<file path="src/rtl/line_window_packer_if.sv">
// Pixel-stream and window bundle shared by the window packer and its source/sink.
// The master side drives pixels in; the slave side (the packer) returns windows.
interface line_window_packer_if #(
    parameter int PIX_W = 8,
    parameter int K     = 3
);
    logic                   sof;
    logic                   pix_valid;
    logic [PIX_W-1:0]       pix_in;
    logic                   win_valid;
    logic [K*K*PIX_W-1:0]   win_out;
    logic                   frame_done;

    modport master (
        output sof,
        output pix_valid,
        output pix_in,
        input  win_valid,
        input  win_out,
        input  frame_done
    );

    modport slave (
        input  sof,
        input  pix_valid,
        input  pix_in,
        output win_valid,
        output win_out,
        output frame_done
    );
endinterface

</file>
<file path="src/rtl/line_window_packer.sv">
// Line-buffered KxK window former for the spatial filter front end.
// Buffers K-1 lines of the raster stream and emits one packed window per
// accepted pixel whose neighbourhood lies entirely inside the current frame.
module line_window_packer #(
    parameter int PIX_W = 8,
    parameter int IMG_W = 64,
    parameter int IMG_H = 64,
    parameter int K     = 3
) (
    input  logic              clk,
    input  logic              rst_n,
    line_window_packer_if.slave bus
);
    localparam int COL_W = $clog2(IMG_W);
    localparam int ROW_W = $clog2(IMG_H);

    logic [COL_W-1:0] r_col;
    logic [ROW_W-1:0] r_row;
    logic [COL_W-1:0] w_col;
    logic [ROW_W-1:0] w_row;
    logic [COL_W-1:0] w_colNext;
    logic [ROW_W-1:0] w_rowNext;
    logic             w_lastCol;
    logic             w_lastRow;

    logic [PIX_W-1:0] r_lineBuf [K-1][IMG_W];
    logic [PIX_W-1:0] r_win     [K][K];
    logic [PIX_W-1:0] w_newCol  [K];

    logic             r_winValid;
    logic             r_frameDone;

    // Position of the incoming pixel (sof forces the origin) and where the counters go next
    always_comb begin
        w_col     = bus.sof ? '0 : r_col;
        w_row     = bus.sof ? '0 : r_row;
        w_lastCol = (w_col == COL_W'(IMG_W - 1));
        w_lastRow = (w_row == ROW_W'(IMG_H - 1));
        w_colNext = w_col + COL_W'(1);
        w_rowNext = w_row;
        if (w_lastCol) begin
            w_colNext = '0;
            w_rowNext = w_lastRow ? '0 : (w_row + ROW_W'(1));
        end
    end

    // Raster position counters advance only on accepted pixels
    always_ff @(posedge clk) begin
        if (!rst_n) begin
            r_col <= '0;
            r_row <= '0;
        end else if (bus.pix_valid) begin
            r_col <= w_colNext;
            r_row <= w_rowNext;
        end
    end

    // Line buffers: push this column's history up one line; contents need no reset
    always_ff @(posedge clk) begin
        if (bus.pix_valid) begin
            for (int j = K - 2; j >= 1; j--) begin
                r_lineBuf[j][w_col] <= r_lineBuf[j-1][w_col];
            end
            r_lineBuf[0][w_col] <= bus.pix_in;
        end
    end

    // New right-hand window column, oldest line at the top
    always_comb begin
        for (int r = 0; r < K - 1; r++) begin
            w_newCol[r] = r_lineBuf[K-2-r][w_col];
        end
        w_newCol[K-1] = bus.pix_in;
    end

    // Window register array shifts left by one column per accepted pixel
    always_ff @(posedge clk) begin
        if (!rst_n) begin
            for (int r = 0; r < K; r++) begin
                for (int c = 0; c < K; c++) begin
                    r_win[r][c] <= '0;
                end
            end
        end else if (bus.pix_valid) begin
            for (int r = 0; r < K; r++) begin
                for (int c = 0; c < K - 1; c++) begin
                    r_win[r][c] <= r_win[r][c+1];
                end
                r_win[r][K-1] <= w_newCol[r];
            end
        end
    end

    // Window is complete once K lines and K columns of the current line exist
    always_ff @(posedge clk) begin
        if (!rst_n) begin
            r_winValid  <= 1'b0;
            r_frameDone <= 1'b0;
        end else begin
            r_winValid  <= bus.pix_valid && (w_row >= ROW_W'(K - 1)) && (w_col >= COL_W'(K - 1));
            r_frameDone <= bus.pix_valid && w_lastRow && w_lastCol;
        end
    end

    // Flatten the window: lane r*K+c, top-left oldest pixel in lane 0
    always_comb begin
        bus.win_out = '0;
        for (int r = 0; r < K; r++) begin
            for (int c = 0; c < K; c++) begin
                bus.win_out[PIX_W*(r*K+c) +: PIX_W] = r_win[r][c];
            end
        end
    end

    assign bus.win_valid  = r_winValid;
    assign bus.frame_done = r_frameDone;
endmodule

</file>
<file path="src/flat_wrapper.sv">
// flat-port wrapper written by rule: the top's interface ports become plain ports
module line_window_packer_flat 
#(
    parameter int PIX_W = 8,
    parameter int IMG_W = 64,
    parameter int IMG_H = 64,
    parameter int K     = 3
)
  (clk, rst_n, bus_sof, bus_pix_valid, bus_pix_in, bus_win_valid, bus_win_out, bus_frame_done);
  line_window_packer_if #(.PIX_W(PIX_W), .K(K)) bus_i ();
  input  logic clk;
  input  logic rst_n;
  input wire logic [$bits(bus_i.sof)-1:0] bus_sof;
  input wire logic [$bits(bus_i.pix_valid)-1:0] bus_pix_valid;
  input wire logic [$bits(bus_i.pix_in)-1:0] bus_pix_in;
  output wire logic [$bits(bus_i.win_valid)-1:0] bus_win_valid;
  output wire logic [$bits(bus_i.win_out)-1:0] bus_win_out;
  output wire logic [$bits(bus_i.frame_done)-1:0] bus_frame_done;
  assign bus_i.sof = bus_sof;
  assign bus_i.pix_valid = bus_pix_valid;
  assign bus_i.pix_in = bus_pix_in;
  assign bus_win_valid = bus_i.win_valid;
  assign bus_win_out = bus_i.win_out;
  assign bus_frame_done = bus_i.frame_done;
  line_window_packer #(.PIX_W(PIX_W), .IMG_W(IMG_W), .IMG_H(IMG_H), .K(K)) u_core (.clk(clk), .rst_n(rst_n), .bus(bus_i));
endmodule
</file>
<file path="config.mk">
export PLATFORM = sky130hd
export DESIGN_NAME = line_window_packer_flat
export DESIGN_NICKNAME = d
export VERILOG_FILES = /design/src/rtl/line_window_packer_if.sv /design/src/rtl/line_window_packer.sv /design/src/flat_wrapper.sv
export SDC_FILE = /design/constraint.sdc
export NUM_CORES = 1
export LEC_CHECK = 0
export ABC_AREA = 1
export CORE_MARGIN = 5
export CORE_UTILIZATION = 55
export DETAILED_ROUTE_END_ITERATION = 16
export DONT_BUFFER_PORTS = 1
export GPL_ROUTABILITY_DRIVEN = 0
export PLACE_DENSITY = 0.7
export SYNTH_ARGS = -nofsm -noshare
export SYNTH_HDL_FRONTEND = slang
export SYNTH_SLANG_ARGS = --single-unit
</file>
<file path="constraint.sdc">
create_clock -name clk -period 3.35 [get_ports clk]
set_clock_uncertainty 0.15 [all_clocks]
set_input_delay 0.5025 -clock clk [delete_from_list [all_inputs] [get_ports clk]]
set_output_delay 0.5025 -clock clk [all_outputs]
set_load 0.01 [all_outputs]
</file>
# ---- Word level (Yosys, flattened, before mapping)
# Memories as Yosys holds them, arrays and structs flattened.
# Index checks and enable logic that the tools add are counted.
dict set report word_totals {
  register_bits 14
  latch_bits 0
  ramBits 1096
  romBits 0
  output_inout_bits 74
  elab_cells 56
  memories 2
}
# memory depth word_bits rd rd_clocked_by_memory_dff write_ports line_no
set memory_table {}
lappend memory_table {u_core.r_lineBuf 2 512 2 0 2 line_window_packer.sv:26} ;# logic [PIX_W-1:0] r_lineBuf [K-1][IMG_W];
lappend memory_table {u_core.r_win 3 24 3 0 3 line_window_packer.sv:27} ;# logic [PIX_W-1:0] r_win [K][K];
dict set report op_classes {
  n_addsub 2
  multipliers 0
  div_mod_pow 0
  n_lt_le_gt_ge 4
  n_eq_ne 2
  shifts 0
  mux 27
  n_bitwise 10
  n_reduce_logical 5
}
# cell n
set op_table {}
lappend op_table {{$mux 512} 1}
lappend op_table {{$mux 8} 14}
lappend op_table {{$bmux 8 s6} 2}
lappend op_table {{$demux 8 s6} 1}
lappend op_table {{$mux 6} 5}
lappend op_table {{$add 6x1->6 const B} 2}
lappend op_table {{$eq 6x6->1 const B} 2}
lappend op_table {{$ge 6x2->1 const B} 2}
lappend op_table {{$or 1x1->1} 9}
lappend op_table {{$ge 7x7->1 const B} 1}
lappend op_table {{$lt 7x1->1 const B} 1}
lappend op_table {{$not 6->7} 1}
lappend op_table {{$logic_and 1x1->1} 5}
lappend op_table {{$mux 1} 4}

# ---- Depth between registers and ports, before layout
dict set report logic_depth {
  word_depth 7
  ltp_mapped 17
  ltp_nobuf 14
}

# ---- Worst setup path before layout
# OpenSTA, ideal clock, no wires.
dict set report synth_path {
  path_kind {input-to-reg}
  from {input bus_pix_valid}
  to {memory u_core.r_win[0][0] (netlist bit) (enable)}
  setup_time_ps 439
  arrival_time_ps 2563
  required_ps 2761
  setup_slack_ps 199
  stages 3
  path_buffers 1
  cell_sequence {clkbuf_1 > inv_1 > nand2_1}
}
# item line_no
set synth_rtl {}
lappend synth_rtl {{from (decl)} flat_wrapper.sv:14} ;# input wire logic [$bits(bus_i.pix_valid)-1:0] bus_pix_valid;
lappend synth_rtl {{to (decl)} line_window_packer.sv:27}

==> key figures <==
STA
  • Final setup violating endpoints: 0
  • RSZ-0062 raised after global routing: false
  • Slew HR: 0.294
  • Final Max Tran Viols: 0
  • Transition time of the tightest slew-check pin: 1.06 ns
  • Setup tns final: 0 ns
  • Final Critical Period: 3.25 ns
  • Fmax: 0.308 GHz
  • Fin. Hold Viols: 0
  • Final Cycle Share: 0.970
  • PnR worst setup slack: 0.102 ns

Global routing
  • Global-route wire length before repair: 184,000 um
  • Total gr overflow: 0
  • Largest net degree at the start of global routing: 82
  • GR Util met1: 0.366
  • GR Util met3: 0.0508
  • Initial antenna violation count: 3
  • Vias in the first global route: 29,700
  • Global route hottest layer: met2
  • GR Layer Usage met2: 0.440
  • Global Route Usage Sum: 0.271

Setup path
  • Critical-path top delay cell: dfxtp_1
  • Crit path DAT: 3.49 ns
  • Worst Path Class, Setup: flip-flop to flip-flop
  • Type of origin of the critical path: flip-flop
  • Maximum fanout along the worst path: 37
  • Worst path most repeated cell: nand2_1
  • CP Cell Sequence: inv_2, nor2_4, buf_12, buf_12, nand2_1, nand3_1, nand2_1, nor2_1, nand2_1, nand3_1, nand2_1, nor2_1, inv_2, buf_4
  • Worst Path Buf+Inv: 5
  • Delay-heaviest family, CP: simple AND/OR/NAND/NOR gates
  • CP endpoint kind: flip-flop
  • Critical path's largest stage delay: 0.44 ns
  • Critical Path RT: 3.59 ns

Power
  • Total power: 29.6 mW
  • PwrDens: 553 nW/um^2
  • Worst VDD drop: 0.464 mV
  • Pleak: 22.2 nW

Yosys
  • Cells after Synth: 4,397
  • Sequential area share after synthesis: 0.710
  • Net Count, Synth: 4,413
  • Avg Cell Area, Syn: 10.6 sq um
  • Ys async rst share: 0
  • FF+latch count, synth: 1,110
  • Most common flop cell mapped by yosys: edfxtp_1
  • Netlist Area Pre-Place: 46,700 sq um
  • Number of synthesized flops with an enable pin: 1,096
  • Yosys cell types: 34
  • Number of synthesis warnings: 0

Finish
  • N_diodes: 0
  • Nets: 4,568
  • Register Area: 33,200 sq um
  • Multi-input logic area: 10,300 sq um
  • Final core occ: 0.631
  • Fill count: 6,467
  • Fraction of layout cells with a size suffix above 1: 0.0924
  • Area Growth Syn to Fin: 14.4%

Placement
  • Detailed Place HPWL: 74,500 um
  • I/O Buffers: 0
  • Worst slack at placement: 0.0664 ns

Clocking
  • Reg clk slew, reported paths: 0.07 ns
  • CTS H-tree depth: 3
  • TritonCTS clock tree: done
  • Worst skew pair latency: 0.70 ns
  • Gates resized, CTS repair: 0
  • CTS sink count: 1,110
  • CTS Root Cell: clkbuf_16
  • Setup repair bufs after CTS: 0
  • CTS Hold Buffers Added: 12
  • Num CTS Buffers: 110
  • Max Root-Sink Buffers: 3

Floorplanning
  • Die width: 302 um
  • # IOs: 86
  • Total die area: 90,900 sq um
  • Die height: 302 um
  • CORE AREA: 84,700 sq um
  • Initial Utilization: 0.552
  • Row count: 107

Routing
  • Wirelength per Cell: 21.4 um
  • Vias per inst: 5.44
  • DR vias: 31,500
  • 1st-iter DRT viols: 3,645
  • ANT nets after route: 0
  • Final WL: 124,000 um
  • DRC Markers: 0
  • Drt pass-1 iters: 6

Outcome
  • Status: completed

Hold path
  • Worst min-delay path class: input pin to flip-flop

Job
  • Max_cap viols: 0
worst min-delay path: stages:
cell,delay (ns)
o2111ai_1,0.11
nor3_1,0.15
nor3_1,0.07
cell usage after synthesis (2+ instances only):
cell,instances,area [sq um]
a21oi_1,5,25.0
buf_1,14,52.6
buf_2,140,701
buf_4,8,60.1
clkbuf_1,30,113
dfxtp_1,14,280
edfxtp_1,1096,32900
ha_1,4,50.1
inv_1,636,2390
inv_2,3,11.3
nand2_1,1715,6440
nand2_2,3,18.8
nand3_1,229,1150
nand3b_1,7,52.6
nor2_1,284,1070
nor2_2,8,50.1
nor3_1,6,30.0
o211ai_1,121,908
o21ai_0,17,85.1
o21ai_1,22,110
o21bai_1,6,45.0
o22ai_1,6,37.5
o2bb2ai_1,2,17.5
o31ai_1,2,15.0
or2_2,9,56.3
xor2_1,2,17.5
worst paths after layout:
kind,start,end,slack [ns],cells after the start
worst max-delay path,u_core.r_col[0],u_core.r_lineBuf[0][901],0.10,14
worst min-delay path,bus_sof,u_core.bus.win_valid,0.04,3
worst max register to register,u_core.r_col[0],u_core.r_lineBuf[0][901],0.10,14
worst min register to register,u_core.r_row[0],u_core.r_row[0],0.35,2
through the flow:
stage	std cells	hold WS, ns	cell area, sq um
3_5_place_dp	5572	0.340	49500
3_3_place_gp	5572	0.334	49500
6_report	5788	0.0416	53500
2_1_floorplan	4397	0.305	46700
4_1_cts	5788	0.0194	53500
5_1_grt	5788	0.0708	53500
cell families after synthesis:
group | synth area share
compound gates | 0.0270
xor+xnor | 0.000375
fa+ha+maj | 0.00107
buf+inv | 0.0713
flops | 0.710
simple gates | 0.190
area by class of cell:
class                      count  area share
clock buffer                 140      0.0559
sequential                  1110       0.621
multi-input combinational   2454       0.192
inverter                     641      0.0451
tap                         1144      0.0268
timing repair buffer         235      0.0462
clock inverter                64      0.0127
routing by layer:
metal | part of all wire | up-vias
li1 | - | 14500
met1 | 0.38 | 15100
met2 | 0.47 | 1599
met3 | 0.10 | 309
met4 | 0.045 | 0
met5 | 0 | -
state kept, by name, indices dropped and copies added (netlist names):
| register | cells |
|---|---|
| u_core.r_lineBuf | 1024 |
| u_core.r_col | 6 |
| u_core.r_win | 72 |
| u_core.bus.win_valid | 1 |
| u_core.bus.frame_done | 1 |
| u_core.r_row | 6 |
placed cells by master (no fill, tap or decap), types with 2 or more instances in the layout:
master / count
clkbuf_8: 4
inv_1: 627
dfxtp_1: 14
o2bb2ai_1: 2
nor3_1: 6
clkbuf_16: 114
o21ai_0: 17
buf_16: 8
nand2_1: 1713
a21oi_1: 5
buf_4: 180
nor2_1: 284
edfxtp_1: 1096
nor2_4: 7
clkbuf_1: 22
nor2_2: 2
buf_12: 43
clkinv_2: 22
o22ai_1: 6
o21bai_1: 6
clkinv_1: 23
dlygate4sd3_1: 4
bufinv_16: 14
o211ai_1: 121
o21ai_1: 22
or2_2: 9
clkinvlp_4: 3
nand3_1: 229
inv_2: 12
nand2_2: 3
xor2_1: 2
ha_1: 4
nand3b_1: 7
o31ai_1: 2
where the power goes:
group	total, mW	internal (mW)	leakage (nW)	switching (mW)
combinational	1.48	0.376	10.3	1.11
clock	12.5	7.36	1.80	5.18
sequential	15.5	15.5	10.1	0.0792
total	29.6	23.2	22.2	6.37
No activity file was read; power rests on OpenSTA's default activity.
